[config.mk]
export PLATFORM = sky130hd
export DESIGN_NAME = idma_legacy_mchan_arbiter
export DESIGN_NICKNAME = d
export VERILOG_FILES = /design/src/rtl/idma_legacy_mchan_arbiter.sv
export SDC_FILE = /design/constraint.sdc
export NUM_CORES = 1
export LEC_CHECK = 0
export BUFFER_PORTS_ARGS = -buffer_cell sky130_fd_sc_hd__buf_4
export CAP_MARGIN = 30
export CORE_MARGIN = 10
export CORE_UTILIZATION = 25
export DETAILED_ROUTE_END_ITERATION = 7
export SYNTH_ARGS = -nofsm -noshare
export SYNTH_HDL_FRONTEND = slang
export SYNTH_SLANG_ARGS = --single-unit
[constraint.sdc]
create_clock -name clk_i -period 14.1 [get_ports clk_i]
set_input_delay 3.525 -clock clk_i [delete_from_list [all_inputs] [get_ports clk_i]]
set_output_delay 3.525 -clock clk_i [all_outputs]
set_load 0.05 [all_outputs]
[src/rtl/idma_legacy_mchan_arbiter.sv]
// Round-robin front end that merges several legacy 1D burst request ports onto
// one backend. It tracks which channel owns each in-flight transfer and routes each completion back.

package idma_legacy_mchan_pkg;

   typedef struct packed {
      logic [31:0] num_bytes;
      logic [31:0] src_addr;
      logic [31:0] dst_addr;
      logic        decouple_rw;
      logic        deburst;
      logic        serialize;
   } burst_req_t;

endpackage

// Handshakes: a channel transfer happens in a cycle where chan_valid_i[c] and
// chan_ready_o[c] are both high; a backend transfer happens in a cycle where
// be_valid_o and be_ready_i are both high. be_req_o is held while be_valid_o && !be_ready_i.
module idma_legacy_mchan_arbiter #(
   parameter int unsigned NumChan    = 4,
   parameter int unsigned TrackDepth = 8,
   parameter type         burst_req_t = idma_legacy_mchan_pkg::burst_req_t,
   parameter int unsigned CntWidth   = $clog2(TrackDepth + 1)
) (
   input  logic                               clk_i,
   input  logic                               rst_i,
   input  burst_req_t [NumChan-1:0]           chan_req_i,
   input  logic [NumChan-1:0]                 chan_valid_i,
   output logic [NumChan-1:0]                 chan_ready_o,
   output logic [NumChan-1:0]                 chan_complete_o,
   output logic [NumChan-1:0][CntWidth-1:0]   chan_outstanding_o,
   output logic [NumChan-1:0]                 chan_idle_o,
   output burst_req_t                         be_req_o,
   output logic                               be_valid_o,
   input  logic                               be_ready_i,
   input  logic                               be_complete_i,
   input  logic                               be_idle_i,
   output logic                               idle_o,
   output logic                               err_o
);

   localparam int unsigned IdxW = $clog2(NumChan);
   localparam int unsigned PtrW = $clog2(TrackDepth);

   logic [IdxW-1:0]                 rr_q, rr_d;
   logic                            be_valid_q;
   burst_req_t                      be_req_q;
   logic [CntWidth-1:0]             occ_q;
   logic [PtrW-1:0]                 wr_ptr_q, rd_ptr_q;
   logic [IdxW-1:0]                 track_mem [TrackDepth];
   logic [NumChan-1:0][CntWidth-1:0] outst_q;
   logic [NumChan-1:0]              complete_q;
   logic                            err_q;

   logic                            reg_free;
   logic                            track_room;
   logic                            pop;
   logic [IdxW-1:0]                 head;
   logic [NumChan-1:0]              nonzero;
   logic [NumChan-1:0]              eligible;
   logic                            grant_found;
   logic [IdxW-1:0]                 grant_idx;
   logic [IdxW-1:0]                 cand_idx;
   int unsigned                     cand;
   logic                            push;
   logic                            grant_zero;
   logic [NumChan-1:0]              inc_vec;
   logic [NumChan-1:0]              dec_vec;
   logic [NumChan-1:0]              zero_vec;

   assign reg_free   = !be_valid_q || be_ready_i;
   // A completion in the same cycle frees the slot a full tracker needs.
   assign track_room = (occ_q != CntWidth'(TrackDepth)) || be_complete_i;
   assign pop        = be_complete_i && (occ_q != '0);
   assign head       = track_mem[rd_ptr_q];

   always_comb begin
      nonzero  = '0;
      eligible = '0;
      for (int c = 0; c < NumChan; c++) begin
         nonzero[c]  = (chan_req_i[c].num_bytes != '0);
         // Zero-length requests wait for the channel to drain so pulses stay in order.
         eligible[c] = !rst_i && chan_valid_i[c] &&
                       (nonzero[c] ? (reg_free && track_room) : (outst_q[c] == '0));
      end
   end

   always_comb begin
      grant_found = 1'b0;
      grant_idx   = '0;
      cand        = 0;
      cand_idx    = '0;
      for (int i = 0; i < NumChan; i++) begin
         cand     = (int'(rr_q) + i) % NumChan;
         cand_idx = IdxW'(cand);
         if (!grant_found && eligible[cand_idx]) begin
            grant_found = 1'b1;
            grant_idx   = cand_idx;
         end
      end
   end

   always_comb begin
      rr_d = rr_q;
      if (grant_found) begin
         rr_d = (grant_idx == IdxW'(NumChan - 1)) ? '0 : grant_idx + IdxW'(1);
      end
   end

   assign push       = grant_found && nonzero[grant_idx];
   assign grant_zero = grant_found && !nonzero[grant_idx];

   always_comb begin
      chan_ready_o = '0;
      inc_vec      = '0;
      dec_vec      = '0;
      zero_vec     = '0;
      if (grant_found) chan_ready_o[grant_idx] = 1'b1;
      if (push)        inc_vec[grant_idx]      = 1'b1;
      if (grant_zero)  zero_vec[grant_idx]     = 1'b1;
      if (pop)         dec_vec[head]           = 1'b1;
   end

   always_ff @(posedge clk_i or posedge rst_i) begin
      if (rst_i) begin
         rr_q       <= '0;
         be_valid_q <= 1'b0;
         be_req_q   <= '0;
         occ_q      <= '0;
         wr_ptr_q   <= '0;
         rd_ptr_q   <= '0;
         outst_q    <= '0;
         complete_q <= '0;
         err_q      <= 1'b0;
      end else begin
         rr_q       <= rr_d;
         complete_q <= zero_vec | dec_vec;
         if (push) begin
            be_valid_q <= 1'b1;
            be_req_q   <= chan_req_i[grant_idx];
            wr_ptr_q   <= wr_ptr_q + PtrW'(1);
         end else if (be_ready_i) begin
            be_valid_q <= 1'b0;
         end
         if (pop) rd_ptr_q <= rd_ptr_q + PtrW'(1);
         case ({push, pop})
            2'b10:   occ_q <= occ_q + CntWidth'(1);
            2'b01:   occ_q <= occ_q - CntWidth'(1);
            default: occ_q <= occ_q;
         endcase
         for (int c = 0; c < NumChan; c++) begin
            if (inc_vec[c] && !dec_vec[c]) begin
               outst_q[c] <= outst_q[c] + CntWidth'(1);
            end else if (dec_vec[c] && !inc_vec[c]) begin
               outst_q[c] <= outst_q[c] - CntWidth'(1);
            end
         end
         if (be_complete_i && (occ_q == '0)) err_q <= 1'b1;
      end
   end

   // Tracker storage needs no reset: occupancy and pointers define validity.
   always_ff @(posedge clk_i) begin
      if (push) track_mem[wr_ptr_q] <= grant_idx;
   end

   always_comb begin
      chan_idle_o = '0;
      for (int c = 0; c < NumChan; c++) begin
         chan_idle_o[c] = (outst_q[c] == '0) && !complete_q[c];
      end
   end

   assign chan_complete_o    = complete_q;
   assign chan_outstanding_o = outst_q;
   assign be_req_o           = be_req_q;
   assign be_valid_o         = be_valid_q;
   assign idle_o             = (&chan_idle_o) && be_idle_i && !be_valid_q;
   assign err_o              = err_q;

endmodule

* After elaboration in Yosys (flattened, before gate mapping)
Memory sizes are Yosys's and may differ from the RTL's.
Cells that the tools add are included.
** Cells by class
- Order comparisons :: 8
- Reduce and logical (&&, ||, !) cells :: 69
- Add/subtract/negate cells :: 16
- Shift-type cells :: 0
- Eq/ne operators :: 4
- Mux-type cells :: 46
- Bitwise operators :: 1
- Multipliers :: 0
- Div/mod/pow operators :: 0
** Operators with widths (count)
- binary-select mux 99 bit (select 2 bit) :: 1
- nonzero test 32 bit :: 4
- 2-to-1 mux 99 bit :: 1
- 2-to-1 mux 4 bit :: 12
- logical AND 1 bit :: 32
- adder 4 x 1 -> 4 bit, second input constant :: 5
- logical NOT 4 bit :: 5
- subtractor 4 x 1 -> 4 bit, second input constant :: 5
- 2-to-1 mux 1 bit :: 19
- logical NOT 1 bit :: 18
- less-than comparator 2 x 3 -> 1 bit, second input constant :: 6
- nonzero test 2 bit :: 6
- binary-select mux 1 bit (select 2 bit) :: 5
- 2-to-1 mux 2 bit :: 5
- case mux 4 bit (2 select lines) :: 1
- adder 3 x 1 -> 3 bit, second input constant :: 2
- adder 2 x 1 -> 2 bit, second input constant :: 2
- adder 2 bit, second input constant :: 2
- demux 1 bit (select 2 bit) :: 2
- == test 2 bit, second input constant :: 2
- greater-or-equal comparator 2 x 1 -> 1 bit, second input constant :: 2
- inequality test 4 bit, second input constant :: 1
- bitwise OR 4 bit :: 1
- AND reduction 4 bit :: 1
- 3 further kinds :: 4
** Word-level totals
- Input port bits :: 405
- Memory bits (read-only) :: 0
- Logic and storage cells :: 162
- Bits in latches :: 0
- Register bits :: 133
- Memories :: 1
- Output and inout port bits :: 130
- RAM bits :: 16
** Memories
- track_mem :: words 8, width 2, read ports 1, clocked after Yosys merged registers in 0, wr ports 1, RTL line 51 : logic [IdxW-1:0] track_mem [TrackDepth];

* Longest topological paths before layout
- Depth in word-level cells :: 26
- Mapped depth :: 22
- Depth with buffers taken out :: 18

* Worst setup path after synthesis
Ideal clock, no wire load.
- Path type :: in2out
- From :: input rst_i
- To :: output chan_ready_o[2]
- Setup slack :: 1.774 ns
- Path buffers :: 2
- Data required time :: 10.575 ns
- Data arrival time :: 8.801 ns
- Stages on the path :: 8
- Cell sequence :: inv_1 o211ai_2 a221o_1 nor2_1 buf_4 buf_2 ha_1 and2_1
** On the way
- Longest elaborated chain between the ends :: 20
- Elaborated cells on any way between the ends :: 37
- Those cells by class :: order compare (2); mux (19); reduce/logical (16)
** Ends and longest elaborated chain
- from (decl) :: RTL line 27 : input logic rst_i,
- logical NOT 1 bit (no source line) *
- logical AND 1 bit (2 in series) :: RTL line 84 : eligible[c] = !rst_i && chan_valid_i[c] &&
- binary-select mux 1 bit (select 2 bit) :: RTL line 97 : if (!grant_found && eligible[cand_idx]) begin
- 2-to-1 mux 1 bit (not written as such) :: RTL line 97
- 2-to-1 mux 1 bit :: RTL line 97
- logical NOT 1 bit :: RTL line 97
- logical AND 1 bit :: RTL line 97
- 2-to-1 mux 1 bit :: RTL line 97
- [... 4 more ...]
- logical AND 1 bit :: RTL line 97
- 2-to-1 mux 2 bit * :: RTL line 97
- named net grant_idx[1] :: RTL line 63 : logic [IdxW-1:0] grant_idx;
- less-than comparator 2 x 3 -> 1 bit (not written as such) / greater-or-equal comparator 2 x 1 -> 1 bit (equally long branches) :: RTL line 119 : if (grant_found) chan_ready_o[grant_idx] = 1'b1;
- logical AND 1 bit (not written as such) :: RTL line 119
- 2-to-1 mux 1 bit (not written as such) :: RTL line 119
- demux 1 bit (select 2 bit) * :: RTL line 119
- 2-to-1 mux 4 bit * :: RTL line 119
- to (decl) :: RTL line 30 : output logic [NumChan-1:0] chan_ready_o,
The timed path passes the listed nets; every way through them passes the cells marked *. The select of a mux whose other input is x is not followed.

* Final worst setup path
- From :: input chan_req_i[190] (netlist bit)
- To :: output chan_ready_o[0]
** On the way
- Longest elaborated chain between the ends :: 20
- Elaborated cells on any way between the ends :: 31
- Those cells by class :: order compare (2); mux (20); reduce/logical (9)
** Ends and longest elaborated chain
- from (decl) :: RTL line 28 : input burst_req_t [NumChan-1:0] chan_req_i,
- nonzero test 32 bit * :: RTL line 82 : nonzero[c] = (chan_req_i[c].num_bytes != '0);
- 2-to-1 mux 1 bit * :: RTL line 85 : (nonzero[c] ? (reg_free && track_room) : (outst_q[c] == '0));
- logical AND 1 bit * :: RTL line 84
- binary-select mux 1 bit (select 2 bit) :: RTL line 97
- 2-to-1 mux 1 bit (not written as such) :: RTL line 97
- 2-to-1 mux 1 bit :: RTL line 97
- logical NOT 1 bit :: RTL line 97
- logical AND 1 bit :: RTL line 97
- [... 4 more ...]
- logical NOT 1 bit :: RTL line 97
- logical AND 1 bit :: RTL line 97
- 2-to-1 mux 2 bit :: RTL line 97
- less-than comparator 2 x 3 -> 1 bit (not written as such) / greater-or-equal comparator 2 x 1 -> 1 bit (equally long branches) :: RTL line 119
- logical AND 1 bit (not written as such) :: RTL line 119
- 2-to-1 mux 1 bit (not written as such) :: RTL line 119
- demux 1 bit (select 2 bit) :: RTL line 119
- 2-to-1 mux 4 bit * :: RTL line 119
Mark *: on every way between the ends. The rest lies on a longest branch, timed or not. The select of a mux whose other input is x is not followed.

==> out/results.txt <==
# fillers: 3898
wire length after detailed routing: 41450 um
sequential share of the synthesized area: 0.3760
power per cell area: 218.2 nW/um^2
# rows: 73
hold buffers post-CTS: 0
ys flop type: dfrtp_1
starting density of the core: 0.2538
CTS root buffer: clkbuf_16
Core Region: 39910 sq um
Hold WS: 489.0 ps
Num CTS Buffers: 17
Die X: 221.3 um
Avg WL per Cell: 21.95 um
final setup fails: 0
final hold vios: 0
via/cell ratio: 4.597
slew margin rel.: 0.3861
first-pass GRT wire length: 62030 um
Final Max Slew Viols: 0
crit path DAT: 6700 ps
Peak VDD IR: 0.1133 mV
# clock sinks: 149
Async SR Flop Fraction: 0.8926
synthesized area per cell: 12.13 sq um
grt ovf: 0
r2r setup slk: 8740 ps
CTS tree: yes
crit-path max FO: 19
gpl congestion: 0.8900
static leakage: 7.533 nW
Detail Route Antenna Nets: 0
Total GRT Usage: 0.1630
final setup TNS: 0 ps
vias in the first global route: 9881
CP Launch Type: primary input
PortBufs: 534
latest clock arrival within the worst-skew pair: 440 ps
Syn. warnings: 0
WS Path Type: primary input to primary output
number of synthesized register bits: 149
clk_skew: 10.47 ps
Die H: 221.3 um
clk buf depth: 2
Reg clk slew, reported paths: 70 ps
unrepaired setup endpoints after global routing: no
DP Wirelength: 34320 um
PostCTS Resize Cnt: 0
Die ar.: 48970 sq um
Syn Nets: 1265
Final #Nets: 1779
largest net degree at the start of global routing: 74
share of layout cells above drive strength 1: 0.5059
Hold Crit Class: flop to flop
fmax: 0.09784 GHz
Worst setup EP type: primary output
Clock H-tree levels: 4
DR vias: 8680
total power: 3.330 mW
final cycle utilization of the critical path: 0.7249
initial DRC count: 305
WP data required: 10570 ps
post-CTS setup buffer count: 0
first drt pass iteration count: 5
number of synthesized flops with an enable pin: 16
Tightest Pin Transition: 920.8 ps
synth unique cells: 55
status: completed
maxcap violations: 0
residual DRC count: 0
Area growth syn-to-layout: 50.65%
initial antenna violation count: 4
Core Util, Final: 0.3823
Tmin final: 10220 ps
I/O pins: 535
Synth Instances: 835
Mapped Area: 10130 sq um
[cells by family after synthesis]
group / Yosys count / synth area share
xor gates and xnor gates: 25 / 0.02162
AOI/OAI and AO/OA: 43 / 0.03372
buffers and inverters: 64 / 0.03446
adders and majority gates: 25 / 0.03384
and+or+nand+nor: 120 / 0.06448
DFF: 149 / 0.3760
muxes: 409 / 0.4359
[area by class of cell]
cell class	count	area [sq um]	area share
clock inverters	14	175.2	0.01148
inverters	15	68.82	0.004509
clock buffers	18	429.2	0.02812
multi-input cells	622	5996	0.3929
diodes	1	2.502	0.0001640
well taps	525	656.9	0.04304
repair buffers	544	4124	0.2702
flip-flops and latches	149	3809	0.2496
[routing by layer]
layer / routed length, um / global-route usage / up-vias
li1: - / - / 4153
met1: 15970 / 0.1771 / 4147
met2: 20970 / 0.2854 / 343
met3: 3850 / 0.06921 / 37
met4: 657 / 0.04139 / 0
met5: 0 / 0 / -
[sequential cells by signal, indices dropped and copies added, names as in the netlist, 2 cells and up]
signal and cells:
rr_q 2, chan_outstanding_o 16, chan_complete_o 4, rd_ptr_q 3, occ_q 4, be_req_o 99
track_mem 16, wr_ptr_q 3
[critical path: stages]
cell and delay [ps]:
buf_4 120, nor4_1 390, nand4_1 350, o2111a_1 350, or2_1 280, a221o_1 410
nor2_4 550, inv_1 140, ha_1 220, and2_1 160, buf_4 200
[final timing paths]
path,depth (start not counted),to,start
setup / recovery,11,chan_ready_o[0],chan_req_i[190]
hold / removal,1,chan_outstanding_o[7]$_DFFE_PP0P_,chan_outstanding_o[7]$_DFFE_PP0P_
setup reg to reg,16,occ_q[2]$_DFFE_PP0P_,occ_q[0]$_DFFE_PP0P_
hold reg to reg,1,chan_outstanding_o[7]$_DFFE_PP0P_,chan_outstanding_o[7]$_DFFE_PP0P_
max in group asynchronous,4,be_req_o[98]$_DFFE_PP0P_,rst_i
min in group asynchronous,2,wr_ptr_q[0]$_DFFE_PP0P_,rst_i
[per-stage QoR]
step / cell area, sq um / std cells / worst slack [ps]
finish: 15260 / 1888 / 3879
global placement: 14600 / 1853 / 3868
detailed placement: 14630 / 1854 / 3852
floorplan: 10130 / 835 / 1774
global route: 15260 / 1887 / 3641
CTS: 15230 / 1886 / 3836
[cells in the final DEF, fill, tap and decap left out, types with 3 or more instances in the layout]
cell type  instances
buf_4            542
mux2i_1          299
dfrtp_1          133
mux2_2            60
mux2_4            37
nor4_1            35
nor2_1            24
nand2_1           23
ha_1              21
xnor2_1           18
clkbuf_16         17
edfxtp_1          16
inv_1             13
nand4_1            9
o21ai_0            9
mux2_1             9
a21oi_1            7
xor2_1             7
a21o_1             5
inv_6              4
or4_1              4
nor3_1             4
mux4_2             4
fa_1               4
nand3_1            3
nand3b_1           3
and2_1             3
bufinv_16          3
clkinv_4           3
[synthesized netlist by cell type (3+ instances only)]
library cell	n	area, sq um
buf_6	6	67.56
mux2_2	60	675.7
or4_1	4	30.03
xnor2_1	18	157.7
ha_1	21	262.8
edfxtp_1	16	480.5
nor3_1	4	20.02
inv_1	14	52.55
fa_1	4	80.08
nor4_1	35	219.0
and2_1	3	18.77
nand3b_1	3	22.52
buf_4	7	52.55
mux2_1	9	101.4
a21oi_1	7	35.03
mux2i_1	299	2993
buf_2	30	150.1
o21ai_0	9	45.04
nand2_1	23	86.33
dfrtp_1	133	3328
mux2_4	37	555.5
mux4_2	4	90.09
nand3_1	3	15.01
clkbuf_1	4	15.01
nand4_1	9	56.30
a21o_1	5	37.54
xor2_1	7	61.31
nor2_1	25	93.84
[power by group]
group          internal, mW  leakage, nW  switching (mW)
clock                 0.281        0.295           0.200
combinational         0.807         5.53            1.24
sequential            0.646         1.71           0.156
total                  1.73         7.53            1.60
No activity file was read; power rests on OpenSTA's default activity.
